`src/rtl/game_ctrl_pkg.sv`:
```
// Shared game package: state encodings and BCD score geometry
// used by the controller, display and collision blocks.
package game_ctrl_pkg;

    localparam int BCD_W   = 4;
    localparam int DIGITS  = 4;
    localparam int SCORE_W = BCD_W * DIGITS;

    localparam logic [SCORE_W-1:0] SCORE_MAX = 16'h9999;

    typedef enum logic [1:0] {
        ST_IDLE  = 2'b00,
        ST_RUN   = 2'b01,
        ST_DEAD  = 2'b10,
        ST_CLEAR = 2'b11
    } state_e;

endpackage

```
`src/rtl/game_ctrl_if.sv`:
```
// Controller-facing signal bundle: frame timing, collision sampling
// and the game status outputs.
interface game_ctrl_if;
    import game_ctrl_pkg::*;

    logic               start;
    logic               frame_tick;
    logic               pix_crash;
    logic               rdn;
    logic [1:0]         state;
    logic               game_run;
    logic               game_over;
    logic               clr_world;
    logic [SCORE_W-1:0] score_bcd;
    logic [2:0]         speed_level;

    modport master (
        output start, frame_tick, pix_crash, rdn,
        input  state, game_run, game_over, clr_world,
        input  score_bcd, speed_level
    );

    modport slave (
        input  start, frame_tick, pix_crash, rdn,
        output state, game_run, game_over, clr_world,
        output score_bcd, speed_level
    );

endinterface

```
`src/rtl/game_ctrl_bcd_counter4.sv`:
```
// Four-digit BCD score counter, saturating at 9999.
// wrap00 flags an increment whose result ends in 00.
module bcd_counter4
    import game_ctrl_pkg::*;
(
    input  logic               clk,
    input  logic               rst,
    input  logic               inc,
    input  logic               clr,
    output logic [SCORE_W-1:0] q,
    output logic               wrap00
);

    logic [SCORE_W-1:0] q_q;
    logic [SCORE_W-1:0] q_d;
    logic               sat;

    assign sat = (q_q == SCORE_MAX);

    always_comb begin
        logic carry;
        q_d   = q_q;
        carry = 1'b1;
        if (clr) begin
            q_d = '0;
        end else if (inc && !sat) begin
            for (int i = 0; i < DIGITS; i++) begin
                if (carry) begin
                    if (q_q[i*BCD_W +: BCD_W] == BCD_W'(9)) begin
                        q_d[i*BCD_W +: BCD_W] = '0;
                    end else begin
                        q_d[i*BCD_W +: BCD_W] =
                            q_q[i*BCD_W +: BCD_W] + BCD_W'(1);
                        carry = 1'b0;
                    end
                end
            end
        end
    end

    // Saturated 9999 also ends in 99 but does not advance
    assign wrap00 = inc && !clr && !sat &&
                    (q_q[2*BCD_W-1:0] == 8'h99);

    always_ff @(posedge clk) begin
        if (rst) q_q <= '0;
        else     q_q <= q_d;
    end

    assign q = q_q;

endmodule

```
`src/rtl/game_ctrl.sv`:
```
// Game sequencing FSM: start/restart, per-frame collision
// evaluation with grace period, score and speed tracking.
module game_ctrl
    import game_ctrl_pkg::*;
#(
    parameter int MAX_LEVEL    = 7,
    parameter int GRACE_FRAMES = 2
) (
    input  logic       clk,
    input  logic       rst,
    game_ctrl_if.slave io
);

    localparam int GW =
        (GRACE_FRAMES < 1) ? 1 : $clog2(GRACE_FRAMES + 1);

    state_e             state_q, state_d;
    logic               start_q;
    logic               hit_q, hit_d;
    logic [GW-1:0]      grace_q, grace_d;
    logic [2:0]         speed_q, speed_d;
    logic               run_q, run_d;
    logic               over_q, over_d;
    logic               clrw_q, clrw_d;
    logic               cnt_inc, cnt_clr;
    logic               wrap00;
    logic               start_edge;
    logic               hit_now;
    logic [SCORE_W-1:0] score;

    assign start_edge = io.start && !start_q;
    assign hit_now    = !io.rdn && io.pix_crash;

    always_comb begin
        state_d = state_q;
        hit_d   = hit_q;
        grace_d = grace_q;
        cnt_inc = 1'b0;
        cnt_clr = 1'b0;
        unique case (state_q)
            ST_IDLE, ST_DEAD: begin
                // Clear on entry so CLEAR already shows 0000
                if (start_edge) begin
                    state_d = ST_CLEAR;
                    cnt_clr = 1'b1;
                    hit_d   = 1'b0;
                    grace_d = '0;
                end
            end
            ST_CLEAR: begin
                state_d = ST_RUN;
                cnt_clr = 1'b1;
                hit_d   = 1'b0;
                grace_d = '0;
            end
            ST_RUN: begin
                hit_d = hit_q || hit_now;
                if (io.frame_tick) begin
                    if (grace_q < GW'(GRACE_FRAMES)) begin
                        grace_d = grace_q + GW'(1);
                        hit_d   = 1'b0;
                    end else if (hit_q || hit_now) begin
                        state_d = ST_DEAD;
                    end else begin
                        cnt_inc = 1'b1;
                        hit_d   = 1'b0;
                    end
                end
            end
        endcase
    end

    always_comb begin
        speed_d = speed_q;
        if (cnt_clr) begin
            speed_d = '0;
        end else if (wrap00 && speed_q < 3'(MAX_LEVEL)) begin
            speed_d = speed_q + 3'd1;
        end
    end

    always_comb begin
        run_d  = (state_d == ST_RUN);
        over_d = (state_d == ST_DEAD);
        clrw_d = (state_d == ST_CLEAR);
    end

    // Start history loads the live button so reset never fakes an edge
    always_ff @(posedge clk) begin
        if (rst) begin
            state_q <= ST_IDLE;
            start_q <= io.start;
            hit_q   <= 1'b0;
            grace_q <= '0;
            speed_q <= '0;
            run_q   <= 1'b0;
            over_q  <= 1'b0;
            clrw_q  <= 1'b0;
        end else begin
            state_q <= state_d;
            start_q <= io.start;
            hit_q   <= hit_d;
            grace_q <= grace_d;
            speed_q <= speed_d;
            run_q   <= run_d;
            over_q  <= over_d;
            clrw_q  <= clrw_d;
        end
    end

    bcd_counter4 u_score (
        .clk    (clk),
        .rst    (rst),
        .inc    (cnt_inc),
        .clr    (cnt_clr),
        .q      (score),
        .wrap00 (wrap00)
    );

    assign io.state       = state_q;
    assign io.game_run    = run_q;
    assign io.game_over   = over_q;
    assign io.clr_world   = clrw_q;
    assign io.score_bcd   = score;
    assign io.speed_level = speed_q;

endmodule

```
`src/flat_wrapper.sv`:
```
// flat-port wrapper written by rule: the top's interface ports become plain ports
module game_ctrl_flat import game_ctrl_pkg::*;
#(
    parameter int MAX_LEVEL    = 7,
    parameter int GRACE_FRAMES = 2
)
  (clk, rst, io_start, io_frame_tick, io_pix_crash, io_rdn, io_state, io_game_run, io_game_over, io_clr_world, io_score_bcd, io_speed_level);
  game_ctrl_if io_i ();
  input  logic clk;
  input  logic rst;
  input wire logic [$bits(io_i.start)-1:0] io_start;
  input wire logic [$bits(io_i.frame_tick)-1:0] io_frame_tick;
  input wire logic [$bits(io_i.pix_crash)-1:0] io_pix_crash;
  input wire logic [$bits(io_i.rdn)-1:0] io_rdn;
  output wire logic [$bits(io_i.state)-1:0] io_state;
  output wire logic [$bits(io_i.game_run)-1:0] io_game_run;
  output wire logic [$bits(io_i.game_over)-1:0] io_game_over;
  output wire logic [$bits(io_i.clr_world)-1:0] io_clr_world;
  output wire logic [$bits(io_i.score_bcd)-1:0] io_score_bcd;
  output wire logic [$bits(io_i.speed_level)-1:0] io_speed_level;
  assign io_i.start = io_start;
  assign io_i.frame_tick = io_frame_tick;
  assign io_i.pix_crash = io_pix_crash;
  assign io_i.rdn = io_rdn;
  assign io_state = io_i.state;
  assign io_game_run = io_i.game_run;
  assign io_game_over = io_i.game_over;
  assign io_clr_world = io_i.clr_world;
  assign io_score_bcd = io_i.score_bcd;
  assign io_speed_level = io_i.speed_level;
  game_ctrl #(.MAX_LEVEL(MAX_LEVEL), .GRACE_FRAMES(GRACE_FRAMES)) u_core (.clk(clk), .rst(rst), .io(io_i));
endmodule
```
`config.mk`:
```
export PLATFORM = sky130hd
export DESIGN_NAME = game_ctrl_flat
export DESIGN_NICKNAME = d
export VERILOG_FILES = /design/src/rtl/game_ctrl_pkg.sv /design/src/rtl/game_ctrl_if.sv /design/src/rtl/game_ctrl_bcd_counter4.sv /design/src/rtl/game_ctrl.sv /design/src/flat_wrapper.sv
export SDC_FILE = /design/constraint.sdc
export NUM_CORES = 1
export LEC_CHECK = 0
export BUFFER_PORTS_ARGS = -buffer_cell sky130_fd_sc_hd__buf_2
export CAP_MARGIN = 30
export CORE_ASPECT_RATIO = 1.75
export CORE_UTILIZATION = 56
export CTS_BUF_LIST = sky130_fd_sc_hd__clkbuf_8
export CTS_CLUSTER_DIAMETER = 120
export DETAILED_ROUTE_END_ITERATION = 8
export PLACE_DENSITY = 0.83
export SLEW_MARGIN = 25
export SYNTH_ARGS = -nofsm -noshare
export SYNTH_HDL_FRONTEND = slang
export SYNTH_HIERARCHICAL = 1
export SYNTH_SLANG_ARGS = --single-unit
```
`constraint.sdc`:
```
create_clock -name clk -period 3.7 [get_ports clk]
set_clock_uncertainty 0.05 [all_clocks]
set_input_delay 0.185 -clock clk [delete_from_list [all_inputs] [get_ports clk]]
set_output_delay 0.185 -clock clk [all_outputs]
set_load 0.05 [all_outputs]
```
# --- Yosys cells after proc, flatten, opt, wreduce, memory -nomap -nowiden ---
# Cells that the tools add are included.
word_totals:
  mem_count: 0
  mem_bits_ro: 0
  inputBits: 6
  regBits: 28
  latch_bits: 0
  mem_bits_rw: 0
  elab_cells: 89
classes:
  bitwise_logic: 0
  n_lt_le_gt_ge: 2
  n_mux: 35
  n_addsub: 6
  multipliers: 0
  shifts: 0
  n_eq_ne: 15
  n_div: 0
  n_reduce_logical: 19
op_table:
  columns: ["op", "n"]
  rows:
  - ["1-bit 2-to-1 mux", 20]
  - ["4-bit by 1-bit adder with 4-bit output, second input constant", 4]
  - ["16-bit equality test, second input constant", 1]
  - ["4-bit equality test, second input constant", 4]
  - ["4-bit 2-to-1 mux", 4]
  - ["2-bit 2-to-1 mux", 7]
  - ["2-bit one-hot mux with 3 select lines", 2]
  - ["2-bit equality test, second input constant", 4]
  - ["8-bit equality test, second input constant", 1]
  - ["1-bit logical AND", 7]
  - ["2-bit AND reduction", 3]
  - ["2-bit by 1-bit equality test with 1-bit output, second input constant", 2]
  - ["1-bit zero test", 4]
  - ["2-bit by 1-bit inequality test with 1-bit output, second input constant", 2]
  - ["2-bit OR reduction", 2]
  - ["3-bit by 1-bit adder with 3-bit output, second input constant", 1]
  - ["3-bit less-than comparator, second input constant", 1]
  - ["1-bit one-hot mux with 3 select lines", 1]
  - ["3-bit AND reduction", 1]
  - ["2-bit by 1-bit adder with 2-bit output, second input constant", 1]
  - ["2-bit zero test", 1]
  - ["2-bit less-than comparator, second input constant", 1]
  - ["2-bit inequality test, second input constant", 1]
  - ["1-bit one-hot mux with 2 select lines", 1]
  - ["1-bit logical OR", 1]

# --- Longest topological paths before layout ---
logic_depth:
  ltp_word: 17
  mapped_depth: 11
  depth_no_buf: 9

# --- Modules after synthesis ---
# Netlist, hierarchy kept.
modules_own_cells:
  columns: ["module", "seq_area_each_um2", "cells_per_inst", "instances", "area_each_um2"]
  rows:
  - ["bcd_counter4", 320.3, 101, 1, 883.3]
  - ["game_ctrl", 240.2, 59, 1, 541.8]

# --- Worst setup path before layout ---
# No wires, ideal clock.
synth_path:
  path_type: "reg2reg"
  startpoint: "register u_core.state_q[0] (netlist: u_core/io.state[0])"
  endpoint: "register u_core.speed_q[1] (netlist: u_core/io.speed_level[1])"
  arrival_time_ns: 2.791
  path_stages_with_launch: 12
  t_required_ns: 3.520
  setup_time_ns: 0.130
  path_slack_ns: 0.729
  path_cell_list: "dfxtp_1 buf_4 and2b_4 nand3_1 nor3_1 and2_1 clkbuf_1 nand2_1 nor4_1 a21bo_2 nand2_1 a21oi_1"
synth_between:
  word_cells_on_any_way: 13
  classes_between: "3 x eq/ne; 2 x mux; 8 x reduce/logical"
synth_rtl:
  columns: ["element", "line", "source"]
  rows:
  - ["start, declared", "game_ctrl.sv:17", "state_e state_q, state_d;"]
  - ["start signal, assigned", "game_ctrl.sv:100", "state_q <= state_d;"]
  - ["2-bit by 1-bit equality test with 1-bit output", "game_ctrl.sv:40", "unique case (state_q)"]
  - ["1-bit 2-to-1 mux", "game_ctrl.sv:40", null]
  - ["named net u_core.cnt_inc", "game_ctrl.sv:25", "logic cnt_inc, cnt_clr;"]
  - ["1-bit logical AND (3 in a row)", "game_ctrl_bcd_counter4.sv:42", "assign wrap00 = inc && !clr && !sat &&"]
  - ["named net u_core.wrap00", "game_ctrl.sv:26", "logic wrap00;"]
  - ["1-bit logical AND", "game_ctrl.sv:77", "end else if (wrap00 && speed_q < 3'(MAX_LEVEL)) begin"]
  - ["end signal, assigned", "game_ctrl.sv:104", "speed_q <= speed_d;"]
  - ["end, declared", "game_ctrl.sv:21", "logic [2:0] speed_q, speed_d;"]
# The timed path passes the listed nets, and every way through them passes these cells.
# A chain may end at the register's enable or synchronous reset.

# --- Worst setup path after layout ---
# Same ends and word-level chain as after synthesis.

==> metrics.cfg <==
[run_status]
status = complete, no violations

[synthesis]
syn_nets = 167
syn_area_um2 = 1430
synth_top_area_share_pct = 39.3
ys_ff_latch = 28
yosysTopAreaCell = dfxtp_1
ys_types = 50
ys_async_sr_fraction_pct = 0
synth-main-ff-cell = dfxtp_1
yosysWarnings = 6
seq_area_frac_synth_pct = 39.3
synth.area.top_cells = dfxtp_1 (39%), a21oi_1 (6.3%), nand2_1 (3.4%)
synth_area_per_cell_um2 = 8.91
syn_inst = 160
synth_edf_count = 0

[route]
vias = 1285
drtPass1Iterations = 4
first_iter_violations = 31
wire_per_inst_um = 14.8
detail-route-antenna-nets = 0
wirelength_um = 3140
routed_via_density = 6.03
drc = 0

[layout]
fillers = 204
multi_input_area_um2 = 801
area_delta_synth_final_pct = 14.6
utilization_pct = 69.2
final-seq-area_um2 = 561
layout.nets = 196
drive_gt1_share_pct = 25.0
stdcell_area_um2 = 1630
diodes = 0

[global_route]
track_usage_pct = 26.5
grt_pass1_vias = 1178
grt_max_degree = 18
antenna_found_initial = 0
grt_pass1_wl_um = 4990
grt-ovfl-total = 0

[worst_hold_path]
min-delay-start = rst
hold_path_class = in2reg
holdPathEnd = u_core/io.game_over$_SDFF_PP0_
min_path_cells = 2

[die]
start_util_pct = 60.4
die_w_um = 40.1
die_y_um = 68.7
rows = 23
dieArea_um2 = 2760
ioPinCount = 30
core-area_um2 = 2360

[power_and_ir_drop]
cellLeakagePower_nw = 0.631
ir_worst_vdd_mv = 0.285
p_per_area_nw_per_um2 = 334

[setup_path]
crit_required_ns = 3.81
r2r_cells = 9
worstPathMaxFanout = 10
critPathKind = reg2reg
r2r_end = u_core/io.speed_level[1]$_SDFFE_PP0P_
r2r-start = u_core/io.state[0]$_SDFF_PP0_
reg2reg_slack_ns = 0.75
endpoint_kind = flip-flop
start_kind = flip-flop
crit_arrival_ns = 3.06

[timing]
slew_headroom_pct = 46.1
tns_ns = 0
hold_viol = 0
finalMaxSlewViolations = 0
setup-violations-final = 0
post-route-min-period_ns = 2.95
rsz0062_at_grt = false
tightestPinTransition_ns = 0.801
whs_ns = 0.161
finalCritPeriodShare_pct = 79.7
max_freq_ghz = 0.339

[clocking]
cts_tree = yes
cts_max_level = 1
clk_path_buf_depth = 2
clk_pin_slew_ns = 0.09
clock-sinks = 28
numCtsBuffers = 3
clk_latency_ns = 0.28
cts_resized = 0
root_buffer = clkbuf_8

[place]
place.gp.congestion = 0.793
port-buffer-count = 29
post_dp_cell_area_um2 = 1570
hpwl_um = 2350

[run]
cap_violations = 0

## cell type report
type | instances | area share, %
clock buffers | 4 | 3.37
inverters | 8 | 1.84
multi-input cells | 118 | 49.0
flip-flops and latches | 28 | 34.3
well taps | 25 | 1.92
repair buffers | 30 | 9.50
## Yosys cell counts, types with 2 or more instances
master,n
dfxtp_1,28
or3_1,2
nor2b_1,6
and4_1,2
o21ai_0,6
buf_4,3
nor2_1,13
and4bb_1,2
nand3_1,5
nor3_1,6
nand4_1,4
clkbuf_1,3
nand2_1,13
nor4_1,2
nand2b_1,2
nand4bb_1,2
a21oi_1,18
o31ai_1,2
xor2_1,2
nor3b_2,2
inv_1,8
## critical path: stages, from the launching register on
cell	delay (ns)
dfxtp_1	0.49
and2b_4	0.25
nand3_1	0.08
nor3_1	0.37
and2_1	0.35
nand2_1	0.13
nor4_1	0.68
a21bo_2	0.30
nand2_1	0.06
a21oi_1	0.06
## where the power goes
| part | internal, mW | total (mW) | switching, mW | leakage [nW] |
|---|---|---|---|---|
| logic | 0.0129 | 0.0421 | 0.0292 | 0.376 |
| registers | 0.305 | 0.309 | 0.00385 | 0.227 |
| clock network | 0.0957 | 0.194 | 0.0984 | 0.0288 |
## worst max-delay path by stage
stage,from,endpoint,slack [ns],depth (start not counted)
floorplan,u_core/io.state[0]$_SDFF_PP0_,u_core/io.speed_level[1]$_SDFFE_PP0P_,0.73,11
global placement,u_core/io.state[0]$_SDFF_PP0_,u_core/io.speed_level[1]$_SDFFE_PP0P_,1.04,9
detailed placement,u_core/io.state[0]$_SDFF_PP0_,u_core/io.speed_level[1]$_SDFFE_PP0P_,0.80,9
CTS,u_core/io.state[0]$_SDFF_PP0_,u_core/io.speed_level[1]$_SDFFE_PP0P_,0.78,9
global route,u_core/io.state[0]$_SDFF_PP0_,u_core/io.speed_level[2]$_SDFFE_PP0P_,0.50,8
finish,u_core/io.state[0]$_SDFF_PP0_,u_core/io.speed_level[1]$_SDFFE_PP0P_,0.75,9
## stage by stage
stage                     cells  setup WS, ns  total power, mW
after global routing        213         0.504            0.559
after global placement      208          1.04            0.356
after CTS                   213         0.780            0.551
final                       213         0.750            0.545
after detailed placement    208         0.796            0.358
after floorplan             160         0.729            0.349
## timing repair
item	4_1_cts	5_1_grt
endpoints found under the hold margin	1	0
setup buffers	0	0
hold buffers	1	0
## cells in the final DEF, fill, tap and decap left out, types with 2 or more instances in the layout
cell,count
buf_2,29
dfxtp_1,28
a21oi_1,18
nor2_1,13
nand2_1,13
inv_1,8
nor2b_1,6
nor3_1,6
o21ai_0,6
nand3_1,5
clkbuf_8,4
nand4_1,4
nand2b_1,2
nor3b_2,2
nand4bb_1,2
nor4_1,2
and4bb_1,2
xor2_1,2
or3_1,2
o31ai_1,2
and4_1,2
## kinds of logic after synthesis
group,count (synthesis),share of synthesized area [%]
flip-flops,28,39.3
AO/OA/AOI/OAI,42,21.1
XOR/XNOR,3,1.84
buffers and inverters,14,4.48
adder cells (fa/ha/maj),1,0.878
AND/OR/NAND/NOR,72,32.4
## registers in the layout, summed over array words and instances (netlist names)
signal,flops
u_core/u_score/q,16
u_core/io.speed_level,3
u_core/grace_q,2
u_core/io.state,2
u_core/hit_q,1
u_core/io.clr_world,1
u_core/io.game_over,1
u_core/io.game_run,1
u_core/start_q,1
## routing by layer
metal	track usage (%)	routed length, um
met1	24.5	1190
met2	51.0	1790
met3	2.88	89
met4	14.7	75
met5	0	0
(Power assumes the default switching activity.)
